==> config.mk <==
export PLATFORM = sky130hd
export DESIGN_NAME = alu_mul_sequencer
export DESIGN_NICKNAME = d
export VERILOG_FILES = /design/src/rtl/alu_mul_sequencer.sv
export SDC_FILE = /design/constraint.sdc
export NUM_CORES = 1
export LEC_CHECK = 0
export ABC_CLOCK_PERIOD_IN_PS = 1700
export CAP_MARGIN = 10
export CORE_UTILIZATION = 35
export DETAILED_ROUTE_END_ITERATION = 12
export MAX_ROUTING_LAYER = met4
export PLACE_DENSITY_LB_ADDON = 0.05
export SYNTH_ARGS = -nofsm -noshare
export SYNTH_HDL_FRONTEND = slang
export SYNTH_SLANG_ARGS = --single-unit
==> constraint.sdc <==
create_clock -name clk -period 1.7 [get_ports clk]
set_input_delay 0.255 -clock clk [delete_from_list [all_inputs] [get_ports clk]]
set_output_delay 0.255 -clock clk [all_outputs]
set_load 0.01 [all_outputs]
==> src/rtl/alu_mul_sequencer.sv <==
// Shift-and-add multiply sequencer that borrows the shared ALU while busy
// and passes the datapath's operands straight through to the ALU while idle.
module alu_mul_sequencer #(
  parameter bit EARLY_EXIT = 1'b1
) (
  input  logic        clk,
  input  logic        reset,
  input  logic        start,
  input  logic [31:0] op_a,
  input  logic [31:0] op_b,
  output logic        busy,
  output logic        done,
  output logic [31:0] product,
  output logic [1:0]  prod_flags,
  input  logic [31:0] dp_a,
  input  logic [31:0] dp_b,
  input  logic [2:0]  dp_alu_control,
  output logic [31:0] dp_result,
  output logic [3:0]  dp_flags,
  output logic [31:0] alu_a,
  output logic [31:0] alu_b,
  output logic [2:0]  alu_control,
  input  logic [31:0] alu_result,
  input  logic [3:0]  alu_flags
);

  typedef enum logic [2:0] {
    ALU_ADD = 3'b000,
    ALU_SUB = 3'b001,
    ALU_AND = 3'b010,
    ALU_ORR = 3'b011,
    ALU_LSL = 3'b100,
    ALU_LSR = 3'b101
  } alu_op_e;

  typedef enum logic [2:0] {
    S_IDLE,
    S_CHECK,
    S_ADD,
    S_SHL,
    S_SHR,
    S_DONE
  } state_e;

  state_e      state;
  logic [31:0] acc;
  logic [31:0] mc;
  logic [31:0] mp;
  logic [5:0]  iter;
  logic        finish;

  // Z of (mp AND 1) tells CHECK whether the current multiplier bit is clear.
  assign finish = (EARLY_EXIT && (mp == 32'd0)) || (iter == 6'd32);

  // The datapath always sees the ALU, even while the sequencer owns its inputs.
  assign dp_result = alu_result;
  assign dp_flags  = alu_flags;

  always_comb begin
    // NOTE: every output gets a default before the case so no latch is inferred.
    alu_a       = dp_a;
    alu_b       = dp_b;
    alu_control = dp_alu_control;
    unique case (state)
      S_CHECK: begin
        alu_a       = mp;
        alu_b       = 32'd1;
        alu_control = ALU_AND;
      end
      S_ADD: begin
        alu_a       = acc;
        alu_b       = mc;
        alu_control = ALU_ADD;
      end
      S_SHL: begin
        alu_a       = mc;
        alu_b       = 32'd1;
        alu_control = ALU_LSL;
      end
      S_SHR: begin
        alu_a       = mp;
        alu_b       = 32'd1;
        alu_control = ALU_LSR;
      end
      S_DONE: begin
        alu_a       = acc;
        alu_b       = 32'd0;
        alu_control = ALU_ADD;
      end
      default: ;
    endcase
  end

  always_ff @(posedge clk) begin
    // NOTE: sequential state uses non-blocking assignments so every register
    // samples the values from before this edge, independent of statement order.
    if (reset) begin
      state      <= S_IDLE;
      acc        <= 32'd0;
      mc         <= 32'd0;
      mp         <= 32'd0;
      iter       <= 6'd0;
      product    <= 32'd0;
      prod_flags <= 2'b01;
      done       <= 1'b0;
      busy       <= 1'b0;
    end else begin
      done <= 1'b0;
      unique case (state)
        S_IDLE: begin
          if (start) begin
            acc   <= 32'd0;
            mc    <= op_a;
            mp    <= op_b;
            iter  <= 6'd0;
            busy  <= 1'b1;
            state <= S_CHECK;
          end
        end
        S_CHECK: begin
          if (finish) begin
            done  <= 1'b1;
            state <= S_DONE;
          end else if (alu_flags[2]) begin
            state <= S_SHL;
          end else begin
            state <= S_ADD;
          end
        end
        S_ADD: begin
          acc   <= alu_result;
          state <= S_SHL;
        end
        S_SHL: begin
          mc    <= alu_result;
          state <= S_SHR;
        end
        S_SHR: begin
          mp    <= alu_result;
          iter  <= iter + 6'd1;
          state <= S_CHECK;
        end
        S_DONE: begin
          product    <= acc;
          prod_flags <= {acc[31], acc == 32'd0};
          busy       <= 1'b0;
          state      <= S_IDLE;
        end
        default: state <= S_IDLE;
      endcase
    end
  end

endmodule

==> impl_summary.md <==
Synth
The complex-gate fraction of the synthesized area came to 0.208. The post-synth net total is 1219. In this run the cell area of the synthesized design comes to 8110 um2. The sequential element share of the synthesized area is 0.346. Of the total synthesized cell area, the portion taken by full adders, half adders and majority gates is 0.00309. The synthesis warning total is 0. The portion of synthesized area spent on multiplexers is 0.0722. After technology mapping, the gate count stands at about 1000. The combinational family with the most area after synthesis is simple AND/OR/NAND/NOR gates. Of the total synthesized cell area, the portion taken by AND, OR, NAND and NOR gates is 0.273.

The number of synthesized register bits is between 100 and 150. The mean instance size in the synthesized netlist is about 7.7 um2. The primary flip-flop cell chosen by synthesis mapping is sky130_fd_sc_hd__dfxtp_1. After synthesis, the share of flip-flops with an asynchronous set or reset is 0. The synthesized design contains 0 enable-type register cells. The share of the synthesized netlist area taken by xor and xnor gates is 0.00108. The number of library cell types mapped by synthesis is 48.

Worst hold path
For hold timing, the worst endpoint is iter[1]$_SDFFE_PP0P_. The cell depth of the worst hold path is 2. The worst hold path belongs to the class input port to register. In this run the most critical hold path is launched from reset.

Power
In this run the static leakage power is 5.77 nW. Overall power consumption after layout is estimated at between 10 and 15 mW. Of the total power, registers draw 0.279.

The share of total power dissipated in the clock network is 0.290. The switching part of the total is 0.350. For this design the total switching power over the nets is 4.87 mW. The internal power component is slightly above 9 mW.

Of the total power, combinational logic draws 0.432. The highest ir drop seen on vdd is a little under 600 uV. The power density normalized to cell area is about 920 nW/um2.

Worst setup path
The slowest stage of the critical path is the sky130_fd_sc_hd__dfxtp_4 cell. The count of cells along the worst register-to-register path is 8. The setup check on the worst reg-to-reg path leaves a slack of -0.45 ns. The endpoint class of the critical path is an output port. The worst endpoint required time is between 1 and 1.5 ns.

The delay of the slowest cell on the worst path is around 0.37 ns. The number of buffers and inverters on the critical path is 5. The endpoint of the lowest-slack register-to-register path is mc[13]$_SDFFE_PP0P_. The critical path is of the register to output port type. On the critical path the largest part of the delay comes from buffers and inverters.

Along the worst path, the maximum fanout reaches 5. The kind of start point of the critical path is a register. The signal on the critical path passes through buf_6 -> or2_4 -> o21ai_4 -> buf_12 -> buf_12 -> buf_6 -> a221o_1 -> buf_2. The critical path arrival is approximately 2.0 ns. The worst flop-to-flop path startpoint is state[2]$_SDFFE_PP0P_.

Clock tree
The hold-fix buffer count after cts is 0. The number of clock sinks is 140. After clock tree synthesis, the clock-pin slew on the worst setup and hold paths is about 0.07 ns. TritonCTS built the clock tree.

The deepest clock path buffer count is 2. In this run, CTS created clock tree buffers numbering 17. In this run the clock root is driven by a sky130_fd_sc_hd__clkbuf_16.

The deepest level of the CTS H-tree is 4. The clock latency on the worst-skew pair is roughly 0.44 ns.

Route
Detailed routing inserted a total of a little over 10000 vias. After detailed routing, the number of remaining DRC violations is 0. Dividing the detail-routed wire length by the instance count gives between 20 and 25 um. The remaining antenna violation count is 0. The detailed router's first-iteration violation count is approximately 770.

After detailed routing, the number of vias per cell comes to about 5.7. The aggregate routed wire length is approximately 39000 um. The first-pass iteration count of the detailed router is 5.

Global routing
Across every metal layer, demand over resource in global routing totals 0.308. The initial antenna violation count was 4. The largest net degree at the start of global routing is 52. The number of global-route vias before repair came to 9234. The global route total overflow is 0. The first global-routing pass estimated 53800 um of wire.

Die
For this configuration, the core starts out at a cell density of 0.357. The number of core rows is between 50 and 60. In this run the horizontal extent of the chip is 154 um. The region available for standard cell placement spans 22700 um2. The full die area is 23800 um2.

The die is approximately 150 um tall. In this run the count of I/O pins placed on the die edge is just over 300.

STA
Setup repair after global routing could not meet its margin everywhere. At the pin with the least slew margin, the transition time is around 0.75 ns. Setup violations remaining at the end of the flow were counted as roughly 170. For the finished layout, the period the worst path requires is 2.25 ns.

The worst setup slack after layout is -0.552 ns. The normalized max-slew margin is 0.502. The share of the cycle needed by the critical path after routing is 1.32.

The total count of max-transition violations in the final report was 0. On the final layout, the worst clock skew is 0.0106 ns. Hold is met by 0.147 ns. The maximum frequency from static timing analysis is 444 MHz. The final number of hold-violating endpoints is 0.

Place
Routability-driven placement finished with a final weighted congestion of roughly 0.90. The port buffer count is 302. The final HPWL from detailed placement is approximately 25000 um. Once placement completed, the tool counted placed cells totaling about 1700. At the placement stage, the worst setup path has a slack of -0.431 ns.

Status
The run finished, with violations left. The checks that failed: negative setup slack.

Cells and area
The number of filler cells placed in the layout is between 1500 and 2000. The core occupancy in the finished layout is 0.664. From synthesis to final layout, the design area changed by 86.1%. The number of standard cells in the layout, taps in and fillers out is 1788. The most common cell after layout, fill and taps aside is sky130_fd_sc_hd__clkdlybuf4s50_1. In the layout the commonest cells are sky130_fd_sc_hd__clkdlybuf4s50_1 (234), sky130_fd_sc_hd__nand2_1 (170), sky130_fd_sc_hd__buf_4 (158).

In the final layout, the share of cells above drive strength 1 is 0.398. The area of combinational cells with multiple inputs is roughly 5700 um2. Registers take between 2000 and 3000 um2. The number of nets in the finished design is about 1700.

Flow run
The number of violations of the max-capacitance limit is 0.
==> per-stage QoR <==
stage          TNS, ns  area (um2)
6_report        -63.26       15100
5_1_grt         -70.78       15100
4_1_cts         -51.23       13500
3_5_place_dp    -43.50       12300
3_3_place_gp    -41.71       12300
2_1_floorplan   -0.254        8110
==> cell type report <==
class,instances,area share
Clock buffer,21,0.0313
Timing Repair Buffer,553,0.369
Sequential cell,140,0.186
Antenna cell,4,0.000663
Tap cell,285,0.0236
Multi-Input combinational cell,770,0.377
Inverter,4,0.00124
Clock inverter,11,0.0104
==> sequential cells by signal (all words and copies together), names as in the netlist <==
register	cells
busy	1
prod_flags	2
done	1
acc	32
product	31
state	3
iter	6
mp	32
mc	32
==> power groups by stage <==
stage          combinational [mW]  clock, mW  sequential (mW)
3_3_place_gp                 4.53          0             3.90
5_1_grt                      6.28       4.25             3.91
6_report                     6.02       4.04             3.88
4_1_cts                      5.02       4.08             3.83
3_5_place_dp                 4.55          0             3.90
2_1_floorplan                2.10          0             3.82
==> how the worst max path moves through the flow <==
stage | slack, ns | start | cells after the start | end
after floorplan | -0.01 | state[0]$_SDFFE_PP0P_ | 7 | alu_b[10]
after global placement | -0.54 | state[1]$_SDFFE_PP0P_ | 5 | alu_a[22]
after detailed placement | -0.43 | state[1]$_SDFFE_PP0P_ | 5 | alu_a[22]
after CTS | -0.65 | state[1]$_SDFFE_PP0P_ | 5 | alu_a[22]
after global routing | -0.62 | state[1]$_SDFFE_PP0P_ | 8 | alu_a[25]
final | -0.55 | state[1]$_SDFFE_PP0P_ | 8 | alu_a[23]
==> cells in the mapped netlist (4+ instances only) <==
master                       n  area (um2)
sky130_fd_sc_hd__nand2_1   203         762
sky130_fd_sc_hd__nor2_1    156         586
sky130_fd_sc_hd__dfxtp_1   140        2800
sky130_fd_sc_hd__a21oi_1    93         465
sky130_fd_sc_hd__a22o_1     54         473
sky130_fd_sc_hd__mux2i_1    54         541
sky130_fd_sc_hd__buf_2      47         235
sky130_fd_sc_hd__buf_4      45         338
sky130_fd_sc_hd__nand3_1    37         185
sky130_fd_sc_hd__a311oi_1   32         280
sky130_fd_sc_hd__clkbuf_1   30         113
sky130_fd_sc_hd__nor4_2     30         375
sky130_fd_sc_hd__o221ai_1   22         193
sky130_fd_sc_hd__nor4_1     18         113
sky130_fd_sc_hd__o21ai_0    14        70.1
sky130_fd_sc_hd__a221o_1     7        70.1
sky130_fd_sc_hd__a221oi_1    6        52.6
sky130_fd_sc_hd__buf_6       6        67.6
sky130_fd_sc_hd__nand4_1     6        37.5
sky130_fd_sc_hd__buf_1       5        18.8
sky130_fd_sc_hd__mux2_2      4        45.0
==> cells by family after synthesis <==
kind of cell,count (synthesis)
simple gates,470
compound gates,239
fa+ha+maj,2
buf+inv,137
flops,140
xor+xnor,1
mux,58
==> timing repair <==
action,4_1_cts,5_1_grt
pin swaps,19,121
gates cloned,8,17
buffers inserted,22,40
resized for setup,352,301
setup endpoints to repair,168,173
==> per-layer routing <==
layer	vias to the layer above	track usage	share of wire
met4	0	0.127	0.042
li1	4613	-	-
met1	4925	0.363	0.40
met2	494	0.514	0.49
met3	86	0.0591	0.073
met5	-	-	0
==> worst reg2reg max path: stages, from the launching register on <==
cell and delay, ns:
sky130_fd_sc_hd__dfxtp_4 0.40, sky130_fd_sc_hd__buf_8 0.16, sky130_fd_sc_hd__clkbuf_16 0.14, sky130_fd_sc_hd__or4b_4 0.65, sky130_fd_sc_hd__buf_12 0.21, sky130_fd_sc_hd__buf_12 0.15
sky130_fd_sc_hd__clkbuf_16 0.16, sky130_fd_sc_hd__nand2_4 0.05, sky130_fd_sc_hd__a311oi_2 0.08
Note: power is estimated with default switching activity, not from simulation.
